## src/rtl/alu_station.sv

```systemverilog
// Single-slot ALU reservation station with a one-deep result buffer.
// Optional protocol checker: define ALU_STATION_CHECK_EN to add proto_err.
module alu_station #(
  parameter int TAG_W  = 4,
  parameter int ADDR_W = 5,
  parameter int WORD_W = 32
) (
  input  logic              clk,
  input  logic              rst,
  input  logic              rdy,
  input  logic              en_in,
  input  logic [3:0]        op_in,
  input  logic [TAG_W-1:0]  tagx_in,
  input  logic [TAG_W-1:0]  tagy_in,
  input  logic [TAG_W-1:0]  tagw_in,
  input  logic [WORD_W-1:0] datax_in,
  input  logic [WORD_W-1:0] datay_in,
  input  logic [ADDR_W-1:0] addrw_in,
  output logic              busy,
  output logic [TAG_W-1:0]  tagx_out,
  output logic [TAG_W-1:0]  tagy_out,
  output logic [TAG_W-1:0]  tagw_out,
  input  logic              cdb_en,
  input  logic [TAG_W-1:0]  cdb_tag,
  input  logic [WORD_W-1:0] cdb_data,
  output logic              res_req,
  output logic [TAG_W-1:0]  res_tag,
  output logic [WORD_W-1:0] res_data,
  output logic [ADDR_W-1:0] res_addr,
  input  logic              res_grant
`ifdef ALU_STATION_CHECK_EN
  ,
  output logic              proto_err
`endif
);

  typedef enum logic [1:0] {
    S_EMPTY,
    S_WAIT,
    S_READY
  } slot_e;

  slot_e             state_q, state_d;
  logic [3:0]        op_q, op_d;
  logic [TAG_W-1:0]  tagx_q, tagx_d;
  logic [TAG_W-1:0]  tagy_q, tagy_d;
  logic [TAG_W-1:0]  tagw_q, tagw_d;
  logic [WORD_W-1:0] x_q, x_d;
  logic [WORD_W-1:0] y_q, y_d;
  logic [ADDR_W-1:0] addrw_q, addrw_d;

  logic              rreq_q, rreq_d;
  logic [TAG_W-1:0]  rtag_q, rtag_d;
  logic [WORD_W-1:0] rdata_q, rdata_d;
  logic [ADDR_W-1:0] raddr_q, raddr_d;

  logic              issue;
  logic              accept;
  logic              fx_hit, fy_hit;
  logic [TAG_W-1:0]  ntagx, ntagy;
  logic [WORD_W-1:0] nx, ny;

  function automatic logic [WORD_W-1:0] alu_f(
    input logic [3:0]        op,
    input logic [WORD_W-1:0] a,
    input logic [WORD_W-1:0] b
  );
    logic [4:0] sh;
    logic [WORD_W-1:0] r;
    sh = b[4:0];
    r  = '0;
    case (op)
      4'd0: r = a + b;
      4'd1: r = a - b;
      4'd2: r = a << sh;
      4'd3: r = {{(WORD_W-1){1'b0}}, $signed(a) < $signed(b)};
      4'd4: r = {{(WORD_W-1){1'b0}}, a < b};
      4'd5: r = a ^ b;
      4'd6: r = a >> sh;
      4'd7: r = WORD_W'($signed(a) >>> sh);
      4'd8: r = a | b;
      4'd9: r = a & b;
      default: r = '0;
    endcase
    return r;
  endfunction

  // Dispatch operands after same-cycle CDB forwarding.
  always_comb begin
    fx_hit = (tagx_in != '0) && cdb_en && (cdb_tag == tagx_in);
    fy_hit = (tagy_in != '0) && cdb_en && (cdb_tag == tagy_in);
    ntagx  = fx_hit ? '0 : tagx_in;
    ntagy  = fy_hit ? '0 : tagy_in;
    nx     = fx_hit ? cdb_data : datax_in;
    ny     = fy_hit ? cdb_data : datay_in;
  end

  // Slot and result-buffer next state.
  always_comb begin
    state_d = state_q;
    op_d    = op_q;
    tagx_d  = tagx_q;
    tagy_d  = tagy_q;
    tagw_d  = tagw_q;
    x_d     = x_q;
    y_d     = y_q;
    addrw_d = addrw_q;
    rreq_d  = rreq_q;
    rtag_d  = rtag_q;
    rdata_d = rdata_q;
    raddr_d = raddr_q;

    issue  = (state_q == S_READY) && (!rreq_q || res_grant);
    accept = en_in && ((state_q == S_EMPTY) || issue);

    if (state_q == S_WAIT) begin
      if (tagx_q != '0 && cdb_en && cdb_tag == tagx_q) begin
        tagx_d = '0;
        x_d    = cdb_data;
      end
      if (tagy_q != '0 && cdb_en && cdb_tag == tagy_q) begin
        tagy_d = '0;
        y_d    = cdb_data;
      end
      if (tagx_d == '0 && tagy_d == '0) state_d = S_READY;
    end

    if (issue) state_d = S_EMPTY;

    if (accept) begin
      op_d    = op_in;
      tagx_d  = ntagx;
      tagy_d  = ntagy;
      tagw_d  = tagw_in;
      x_d     = nx;
      y_d     = ny;
      addrw_d = addrw_in;
      state_d = (ntagx == '0 && ntagy == '0) ? S_READY : S_WAIT;
    end

    if (issue) begin
      rreq_d  = 1'b1;
      rtag_d  = tagw_q;
      rdata_d = alu_f(op_q, x_q, y_q);
      raddr_d = addrw_q;
    end else if (rreq_q && res_grant) begin
      rreq_d  = 1'b0;
    end
  end

  // State registers; rdy low freezes everything.
  always_ff @(posedge clk or negedge rst) begin
    if (!rst) begin
      state_q <= S_EMPTY;
      op_q    <= '0;
      tagx_q  <= '0;
      tagy_q  <= '0;
      tagw_q  <= '0;
      x_q     <= '0;
      y_q     <= '0;
      addrw_q <= '0;
      rreq_q  <= 1'b0;
      rtag_q  <= '0;
      rdata_q <= '0;
      raddr_q <= '0;
    end else if (rdy) begin
      state_q <= state_d;
      op_q    <= op_d;
      tagx_q  <= tagx_d;
      tagy_q  <= tagy_d;
      tagw_q  <= tagw_d;
      x_q     <= x_d;
      y_q     <= y_d;
      addrw_q <= addrw_d;
      rreq_q  <= rreq_d;
      rtag_q  <= rtag_d;
      rdata_q <= rdata_d;
      raddr_q <= raddr_d;
    end
  end

`ifdef ALU_STATION_CHECK_EN
  logic perr_q;

  // Sticky flag for dropped or untagged dispatches.
  always_ff @(posedge clk or negedge rst) begin
    if (!rst) begin
      perr_q <= 1'b0;
    end else if (rdy && en_in && (!accept || tagw_in == '0)) begin
      perr_q <= 1'b1;
    end
  end

  assign proto_err = perr_q;
`endif

  assign busy     = (state_q != S_EMPTY) || rreq_q;
  assign tagx_out = (state_q != S_EMPTY) ? tagx_q : '0;
  assign tagy_out = (state_q != S_EMPTY) ? tagy_q : '0;
  assign tagw_out = (state_q == S_WAIT) ? tagw_q : '0;
  assign res_req  = rreq_q;
  assign res_tag  = rtag_q;
  assign res_data = rdata_q;
  assign res_addr = raddr_q;

endmodule

```

## config.mk

```make
export PLATFORM = sky130hd
export DESIGN_NAME = alu_station
export DESIGN_NICKNAME = d
export VERILOG_FILES = /design/src/rtl/alu_station.sv
export SDC_FILE = /design/constraint.sdc
export NUM_CORES = 1
export LEC_CHECK = 0
export ABC_AREA = 0
export BUFFER_PORTS_ARGS = -buffer_cell sky130_fd_sc_hd__buf_4
export CAP_MARGIN = 30
export CORE_MARGIN = 2
export CORE_UTILIZATION = 42
export CTS_CLUSTER_SIZE = 20
export DETAILED_ROUTE_END_ITERATION = 8
export SETUP_SLACK_MARGIN = 0.4
export SLEW_MARGIN = 5
export SYNTH_ARGS = -nofsm -noshare
export SYNTH_HDL_FRONTEND = slang
export SYNTH_SLANG_ARGS = --single-unit
```

## constraint.sdc

```tcl
create_clock -name clk -period 3.96 [get_ports clk]
set_input_delay 0.198 -clock clk [delete_from_list [all_inputs] [get_ports clk]]
set_output_delay 0.198 -clock clk [all_outputs]
set_load 0.03 [all_outputs]
```

==> results of run 1 <==
registers in the layout (all words and copies together) (netlist names), 2 cells and up:
name,cells
op_q,4
addrw_q,5
y_q,32
tagy_q,4
tagw_q,4
tagx_q,4
x_q,32
state_q,2
res_addr,5
res_tag,4
res_data,32
per-stage QoR:
| stage | setup WS (ns) | instances | cell area, µm² |
|---|---|---|---|
| 4_1_cts | 0.419 | 2374 | 17200 |
| 3_3_place_gp | 0.463 | 2323 | 16400 |
| 2_1_floorplan | 0.434 | 1730 | 14300 |
| 3_5_place_dp | 0.383 | 2323 | 16400 |
| 5_1_grt | 0.392 | 2375 | 17200 |
| 6_report | 0.514 | 2377 | 17200 |
final cells by class:
cell class / instances / area share, %
Sequential cell: 129 / 18.8
Multi-Input combinational cell: 1374 / 59.0
Timing Repair Buffer: 296 / 13.6
Tap cell: 448 / 3.25
Inverter: 96 / 2.09
Clock buffer: 18 / 2.49
Clock inverter: 14 / 0.762
Antenna cell: 2 / 0.0290
critical path, cell delays in order (launching register included):
cell and delay, ns:
dfrtp_1 0.54, inv_1 0.08, ha_1 0.45, o211ai_1 0.15, o21ai_1 0.33, nand3_1 0.22
a211o_1 0.37, a31oi_1 0.33, o211ai_1 0.22, a21oi_1 0.23, mux2i_1 0.22, a31oi_1 0.14
synth_stat cells, drive strengths merged, types with 35 or more instances:
library cell    n
mux2i         102
buf            48
o21ai         178
nor2          174
clkbuf         82
inv            95
nor3           35
dfrtp         129
a21oi         121
nand2         173
ha             97
mux4           57
cell families (layout without fill, tap and decap cells):
logic type	count (synthesis)	in the layout	share of synthesized area, %
AO/OA/AOI/OAI	560	560	25.8
flip-flops	129	129	22.6
other	0	2	0
multiplexers	187	187	18.3
AND/OR/NAND/NOR	505	505	16.0
adder cells (fa/ha/maj)	99	99	8.78
buffers and inverters	227	424	7.06
XOR/XNOR	23	23	1.41
where the power goes:
| group | total [mW] | internal, mW | switching [mW] |
|---|---|---|---|
| Combinational | 14.1 | 5.36 | 8.73 |
| Clock | 1.57 | 0.871 | 0.704 |
| Sequential | 2.82 | 1.92 | 0.901 |
per-layer routing:
metal  GRT usage, %  vias to the layer above  wire [µm]
met3           7.93                       73       6130
met5              0                        -          0
met4           8.77                        0       1370
met2           50.1                      803      26200
met1           49.4                     7282      27000
li1               -                     6755          -
what timing repair did:
item                       in CTS  in global routing
hold endpoints to repair       68                  0
pin swaps                       0                  2
hold buffers                   19                  0
cloned                          0                  0
setup endpoints to repair       1                 12
gates resized for setup         1                 15
how the worst max path moves through the flow:
| stage | endpoint | startpoint | depth (start not counted) |
|---|---|---|---|
| floorplan | res_data[30] | y_q[2] | 14 |
| global placement | res_data[30] | x_q[17] | 11 |
| detailed placement | res_data[30] | x_q[17] | 11 |
| CTS | res_data[30] | x_q[0] | 14 |
| global route | res_data[27] | x_q[16] | 12 |
| finish | res_data[31] | x_q[2] | 11 |
==> flow_metrics.tcl, run 1 <==
set metrics [dict create \
    outcome "completed" \
    period_needed_ns 3.45 \
    ir_drop_mv 0.696 \
    min_from "tagx_in[2]" \
    ios 182 \
    antenna_found_initial 1 \
    drive_gt1_share_pct 23.1 \
    final_cell_mix "buf_4 (270), nor2_1 (173), nand2_1 (173)" \
    post-cts-setup-buffers 0 \
    die_w_um 188 \
    crit_required_ns 4.26 \
    rows 67 \
    cp_max_fo 9 \
    cts_buffer_depth 2 \
    syn2layout_area_growth_pct 20.7 \
    via_per_inst 6.27 \
    layout_commonest_cell "buf_4" \
    end_kind "flop" \
    drv_cap 0 \
    timing.final.max_slew_violations 0 \
    cts_tree "built" \
    grt_start_max_net_pins 73 \
    fillers 3329 \
    clk_pin_slew_worst_paths_ns 0.07 \
    fin_tns_setup_ns 0 \
    power_leakage_nw 7.77 \
    dieHeight_um 188 \
    synth_seq_cells 129 \
    drt_wl_total_um 60800 \
    numCtsBuffers 17 \
    coreArea_um2 33500 \
    fin_util_pct 51.4 \
    powerDensity_nw_per_um2 1070 \
    synthesis.nets 1956 \
    synth.largest_area_cell "dfrtp_1" \
    tightest_slew_ns 0.973 \
    fin_nets 2140 \
    dieArea_um2 35500 \
    hold_viol 0 \
    detail_route.iter0.violations 1692 \
    synth-warning-count 0 \
    ys.flop_type "dfrtp_1" \
    hpwl_um 46500 \
    async_reset_ff_share_pct 100 \
    htreeDepth 4 \
    synth_top_area_share_pct 22.6 \
    multi_input_area_um2 10200 \
    regArea_um2 3230 \
    post_synth_main_area_contributors "dfrtp_1 (23%), mux4_2 (9.0%), ha_1 (8.5%)" \
    syn-mean-instance-area_um2 8.26 \
    hp-class "input port to flop" \
    totalPowerFinal_mw 18.5 \
    remaining_drc_errors 0 \
    startpoint_type "flop" \
    grt_usage_pct 33.8 \
    grt_pass1_wl_um 90300 \
    cts_sinks 129 \
    finalSetupViolCount 0 \
    clockRootBuffer "clkbuf_16" \
    rsz0062_at_grt "yes" \
    clk_latency_ns 0.45 \
    ant_nets 0 \
    grt_pass1_vias 14000 \
    hold_path_depth 2 \
    numPortBuffers 181 \
    r2r-end "res_data[31]" \
    synth_enable_flop_cells 0 \
    initial_core_util_pct 42.6 \
    critPathArrivalTime_ns 3.74 \
    period_share_pct 87.0 \
    rrSetupSlack_ns 0.51 \
    firstDrtPassIters 6 \
    gp_congestion 1.01 \
    path_class "flop to flop" \
    slew_headroom_pct 34.9 \
    holdPathEnd "tagx_q[2]" \
    syn_inst 1730 \
    drt-wirelength-per-cell_um 25.6 \
    synth_area_um2 14300 \
    vias 14900 \
    max_freq_mhz 290 \
    synth_seq_area_share_pct 22.6 \
    holdWs_ns 0.0128 \
    r2r_start "x_q[2]" \
    yosysUniqueCellTypes 89 \
    overflow 0 \
    skew_ns 0.0111 \
    ff2ff_path_depth 11 \
]
Note: power is estimated with default switching activity, not from simulation.
==> inputs of run 2 (changes only) <==
MAX_ROUTING_LAYER = met4   (was not set)
==> run 2 against run 1 <==
Compared with the run above:
- worst setup slack worse by 0.060 ns
- critical path depth down 2
- sequential power about the same
- largest cell class unchanged
- clock-buffer cell count unchanged
- maximum frequency down 1.7%
- critical endpoint is now res_data[3]
- combinational power about the same
- first-iteration DRC count down 4.4%
==> flow_metrics.tcl, run 2 (synthesis gave the netlist of run 1 again) <==
set metrics [dict create \
    crit_family "compound AO/OA/AOI/OAI gates" \
    numCtsBuffers 17 \
    rows 67 \
    dieArea_um2 35500 \
    startpoint_type "flop" \
    regArea_um2 3240 \
    layout_commonest_cell "buf_4" \
    syn2layout_area_growth_pct 21.5 \
    dieHeight_um 188 \
    outcome "completed" \
    drive_gt1_share_pct 23.8 \
    detail_route.iter0.violations 1617 \
    path_class "flop to flop" \
    powerDensity_nw_per_um2 1070 \
    ant_nets 0 \
    crit_chain "nor2_1, nand2_1, buf_4, nor2_1, a211oi_1, a31oi_1, a2111oi_1, buf_4, o21ai_0" \
    holdWs_ns 0.0133 \
    period_share_pct 88.5 \
    cpPeakStageDelay_ns 0.88 \
    power_leakage_nw 7.83 \
    grt_usage_pct 35.8 \
    final_cell_mix "buf_4 (285), nor2_1 (173), nand2_1 (173)" \
    tightest_slew_ns 0.963 \
    finalSetupViolCount 0 \
    fin_tns_setup_ns 0 \
    fillers 3300 \
    cp_max_fo 16 \
    initial_core_util_pct 42.6 \
    cts_sinks 129 \
    drt-wirelength-per-cell_um 25.8 \
    multi_input_area_um2 10200 \
    htreeDepth 4 \
    hpwl_um 47400 \
    grt_start_max_net_pins 68 \
    ios 182 \
    gp_congestion 1.03 \
    hp-class "input port to flop" \
    period_needed_ns 3.51 \
    clk_latency_ns 0.46 \
    drv_cap 0 \
    hold_viol 0 \
    grt_pass1_wl_um 92600 \
    grt_pass1_vias 14200 \
    clockRootBuffer "clkbuf_16" \
    critPathArrivalTime_ns 3.80 \
    cts_buffer_depth 2 \
    drt_wl_total_um 61800 \
    timing.final.max_slew_violations 0 \
    crit_required_ns 4.25 \
    end_kind "flop" \
    die_w_um 188 \
    vias 15100 \
    numPortBuffers 181 \
    skew_ns 0.0109 \
    critPathBufInv 2 \
    cts_tree "built" \
    firstDrtPassIters 6 \
    via_per_inst 6.29 \
    overflow 0 \
    ir_drop_mv 0.615 \
    antenna_found_initial 2 \
    coreArea_um2 33500 \
    rsz0062_at_grt "no" \
    clk_pin_slew_worst_paths_ns 0.06 \
    slew_headroom_pct 35.8 \
    slowest_stage "dfrtp_1" \
    remaining_drc_errors 0 \
    max_freq_mhz 285 \
    fin_nets 2156 \
]
[run 2: changes by cell type in the layout (fill, tap and decap cells not counted), sizes merged]
cell	delta
buf	+13
clkinv	-3
clkinvlp	+3
diode	-1
dlygate4sd3	+3
[run 2: stage by stage]
| stage | util, % | area (µm²) | setup WS [ns] | total power, mW | std cells |
|---|---|---|---|---|---|
| global route | 51.8 | 17400 | 0.405 | 19.7 | 2392 |
| global placement | 49.1 | 16500 | 0.483 | 16.5 | 2335 |
| detailed placement | 49.1 | 16500 | 0.363 | 16.5 | 2335 |
| floorplan | - | 14300 | 0.434 | 11.6 | 1730 |
| finish | 51.8 | 17400 | 0.454 | 18.6 | 2392 |
| CTS | 51.5 | 17300 | 0.416 | 18.1 | 2389 |
[run 2: worst paths after layout]
check                                  start            to  slack [ns]  cells past startpoint
worst min-delay path              tagx_in[2]     tagx_q[2]        0.01                      2
max in group asynchronous                rst       x_q[22]        2.69                      3
worst max register to register       op_q[2]   res_data[3]        0.45                      9
worst min register to register  res_data[13]  res_data[13]        0.48                      2
min in group asynchronous                rst        y_q[8]        0.35                      2
worst max-delay path                 op_q[2]   res_data[3]        0.45                      9
[run 2: repair_timing]
item / 4_1_cts / 5_1_grt
resized for setup: 1 / 17
hold buffers: 22 / 0
endpoints found under the hold margin: 79 / 0
pin swaps: 0 / 2
setup buffers: 0 / 1
setup endpoints to repair: 1 / 10
[run 2: final cells by class]
| class | count | area share [%] |
|---|---|---|
| Timing Repair Buffer | 312 | 14.1 |
| Tap cell | 448 | 3.23 |
| Antenna cell | 1 | 0.0144 |
| Inverter | 96 | 2.08 |
| Sequential cell | 129 | 18.7 |
| Clock inverter | 14 | 0.757 |
| Clock buffer | 18 | 2.47 |
| Multi-Input combinational cell | 1374 | 58.7 |
[run 2: layer usage]
metal	routed length, µm	global-route usage, %	part of all wire [%]
met3	5690	6.69	9.2
met2	26900	51.6	43
met1	27900	51.3	45
met4	1350	9.89	2.2
met5	0	-	0
[run 2: power breakdown]
part	total [mW]	internal [mW]	switching (mW)
Combinational	14.2	5.44	8.81
Sequential	2.82	1.93	0.888
Clock	1.56	0.869	0.690
Total	18.6	8.24	10.4
==> inputs of run 3 (changes only) <==
==> constraint.sdc (replaced) <==
create_clock -name clk -period 3.96 [get_ports clk]
set_input_delay 0.594 -clock clk [delete_from_list [all_inputs] [get_ports clk]]
set_output_delay 0.594 -clock clk [all_outputs]
set_load 0.03 [all_outputs]
==> run 3 against run 2 <==
Compared with the run above:
- cell area is 1.5% lower
- clock skew is 0.014 ns higher
- via count is 2.6% lower
- total power is 0.66% lower
- combinational power hardly changed
- critical endpoint is now res_data[29]
==> flow_metrics.tcl, run 3 (synthesis gave the netlist of run 1 again) <==
set metrics [dict create \
    via_per_inst 6.24 \
    power_leakage_nw 7.69 \
    remaining_drc_errors 0 \
    grt_start_max_net_pins 74 \
    totalPowerFinal_mw 18.5 \
    finalSetupViolCount 0 \
    critPathArrivalTime_ns 3.83 \
    wirelength_met1_um 25400 \
    drv_cap 0 \
    drt-wirelength-per-cell_um 24.8 \
    startpoint_type "flop" \
    hpwl_um 44900 \
    dieArea_um2 35500 \
    p_seq_share_pct 15.2 \
    cts_tree "built" \
    period_needed_ns 3.48 \
    holdWs_ns 0.117 \
    fin_nets 2113 \
    powerDensity_nw_per_um2 1080 \
    gp_congestion 1.00 \
    numPortBuffers 181 \
    swShare_pct 55.2 \
    fin_util_pct 51.0 \
    firstDrtPassIters 7 \
    overflow 0 \
    slowest_stage "a221oi_1" \
    drt_wl_total_um 58300 \
    slew_headroom_pct 44.2 \
    ios 182 \
    ir_drop_mv 0.487 \
    initial_core_util_pct 42.6 \
    skew_ns 0.0249 \
    tightest_slew_ns 0.830 \
    clk_latency_ns 0.48 \
    multi_input_area_um2 10200 \
    path_class "flop to flop" \
    vias 14700 \
    htreeDepth 4 \
    period_share_pct 87.9 \
    comb_power_share_pct 75.4 \
    syn2layout_area_growth_pct 19.7 \
    max_freq_mhz 287 \
    clk_pin_slew_worst_paths_ns 0.07 \
    final_cell_mix "buf_4 (262), nor2_1 (173), nand2_1 (173)" \
    layout_commonest_cell "buf_4" \
    cpPeakStageDelay_ns 0.58 \
    coreArea_um2 33500 \
    crit_chain "inv_1, ha_1, buf_4, inv_1, a21oi_1, o31ai_1, a221oi_1, a21oi_2, a311oi_2, o31ai_2, xnor2_1, a311o_1" \
    dieHeight_um 188 \
    grt_pass1_vias 13900 \
    grt_usage_pct 33.8 \
    rsz0062_at_grt "yes" \
    fin_tns_setup_ns 0 \
    hp-class "input port to asynchronous set/reset pin" \
    clockRootBuffer "clkbuf_16" \
    wl_met3_um 6140 \
    regArea_um2 3240 \
    critPathBufInv 3 \
    end_kind "flop" \
    ant_nets 0 \
    intPower_mw 8.28 \
    antenna_found_initial 1 \
    crit_family "compound AO/OA/AOI/OAI gates" \
    p_clk_share_pct 9.4 \
    detail_route.iter0.violations 1702 \
    rows 67 \
    p_switching_mw 10.2 \
    drive_gt1_share_pct 23.4 \
    grt_pass1_wl_um 87500 \
    crit_required_ns 4.31 \
    outcome "completed" \
    fillers 3329 \
    cts_buffer_depth 2 \
    hold_viol 0 \
    timing.final.max_slew_violations 0 \
    cts_sinks 129 \
    finalWorstSetupSlack_ns 0.481 \
    cp_max_fo 12 \
    post-place-ws_ns 0.266 \
    routed.top_layer "met4" \
    die_w_um 188 \
    routed-wl-met2_um 24900 \
    numCtsBuffers 17 \
    path_common_cell "inv_1" \
]
run 3: cell types whose count changed in the layout (fill, tap and decap cells not counted), sizes merged:
cell         before  now
dlygate4sd3      22    0
buf             290  269
clkinvlp          4    0
bufinv            1    3
inv              99  101
run 3: layer usage:
layer | global-route usage [%] | vias up
met3 | 9.69 | 89
met1 | 46.2 | 7107
met4 | 11.5 | 0
met5 | - | -
li1 | - | 6689
met2 | 47.7 | 776
run 3: power groups by stage:
stage | clock network (mW) | logic (mW) | registers (mW)
finish | 1.74 | 13.9 | 2.81
global route | 1.84 | 14.9 | 2.90
CTS | 1.77 | 13.5 | 2.78
detailed placement | 0 | 13.4 | 2.81
global placement | 0 | 13.3 | 2.78
floorplan | 0 | 8.79 | 2.86
run 3: final cells by class:
cell class / instances / area share [%]
multi-input cells: 1374 / 59.7
flip-flops and latches: 129 / 18.9
repair buffers: 269 / 12.3
well taps: 448 / 3.28
clock buffers: 18 / 2.57
inverters: 96 / 2.11
clock inverters: 14 / 1.13
diodes: 1 / 0.0146
run 3: worst paths after layout:
| kind | to | slack (ns) | start | cells after the start |
|---|---|---|---|---|
| worst max-delay path | res_data[29] | 0.48 | x_q[14] | 12 |
| worst min-delay path | y_q[8] | 0.12 | rst | 1 |
| worst max register to register | res_data[29] | 0.48 | x_q[14] | 12 |
| worst min register to register | res_data[12] | 0.48 | res_data[12] | 2 |
| max in group asynchronous | res_data[31] | 3.08 | rst | 2 |
| min in group clk | addrw_q[4] | 0.35 | addrw_in[4] | 2 |
run 3: stage by stage:
| stage | cells | instance area, µm² |
|---|---|---|
| finish | 2349 | 17100 |
| global route | 2349 | 17100 |
| CTS | 2347 | 17000 |
| detailed placement | 2315 | 16400 |
| global placement | 2315 | 16400 |
| floorplan | 1730 | 14300 |
run 3: timing repair:
item	CTS	global route
hold buffers	0	0
setup buffers	0	1
resized for setup	3	19
endpoints found under the setup margin	3	11
cloned	0	0
pin swaps	0	5
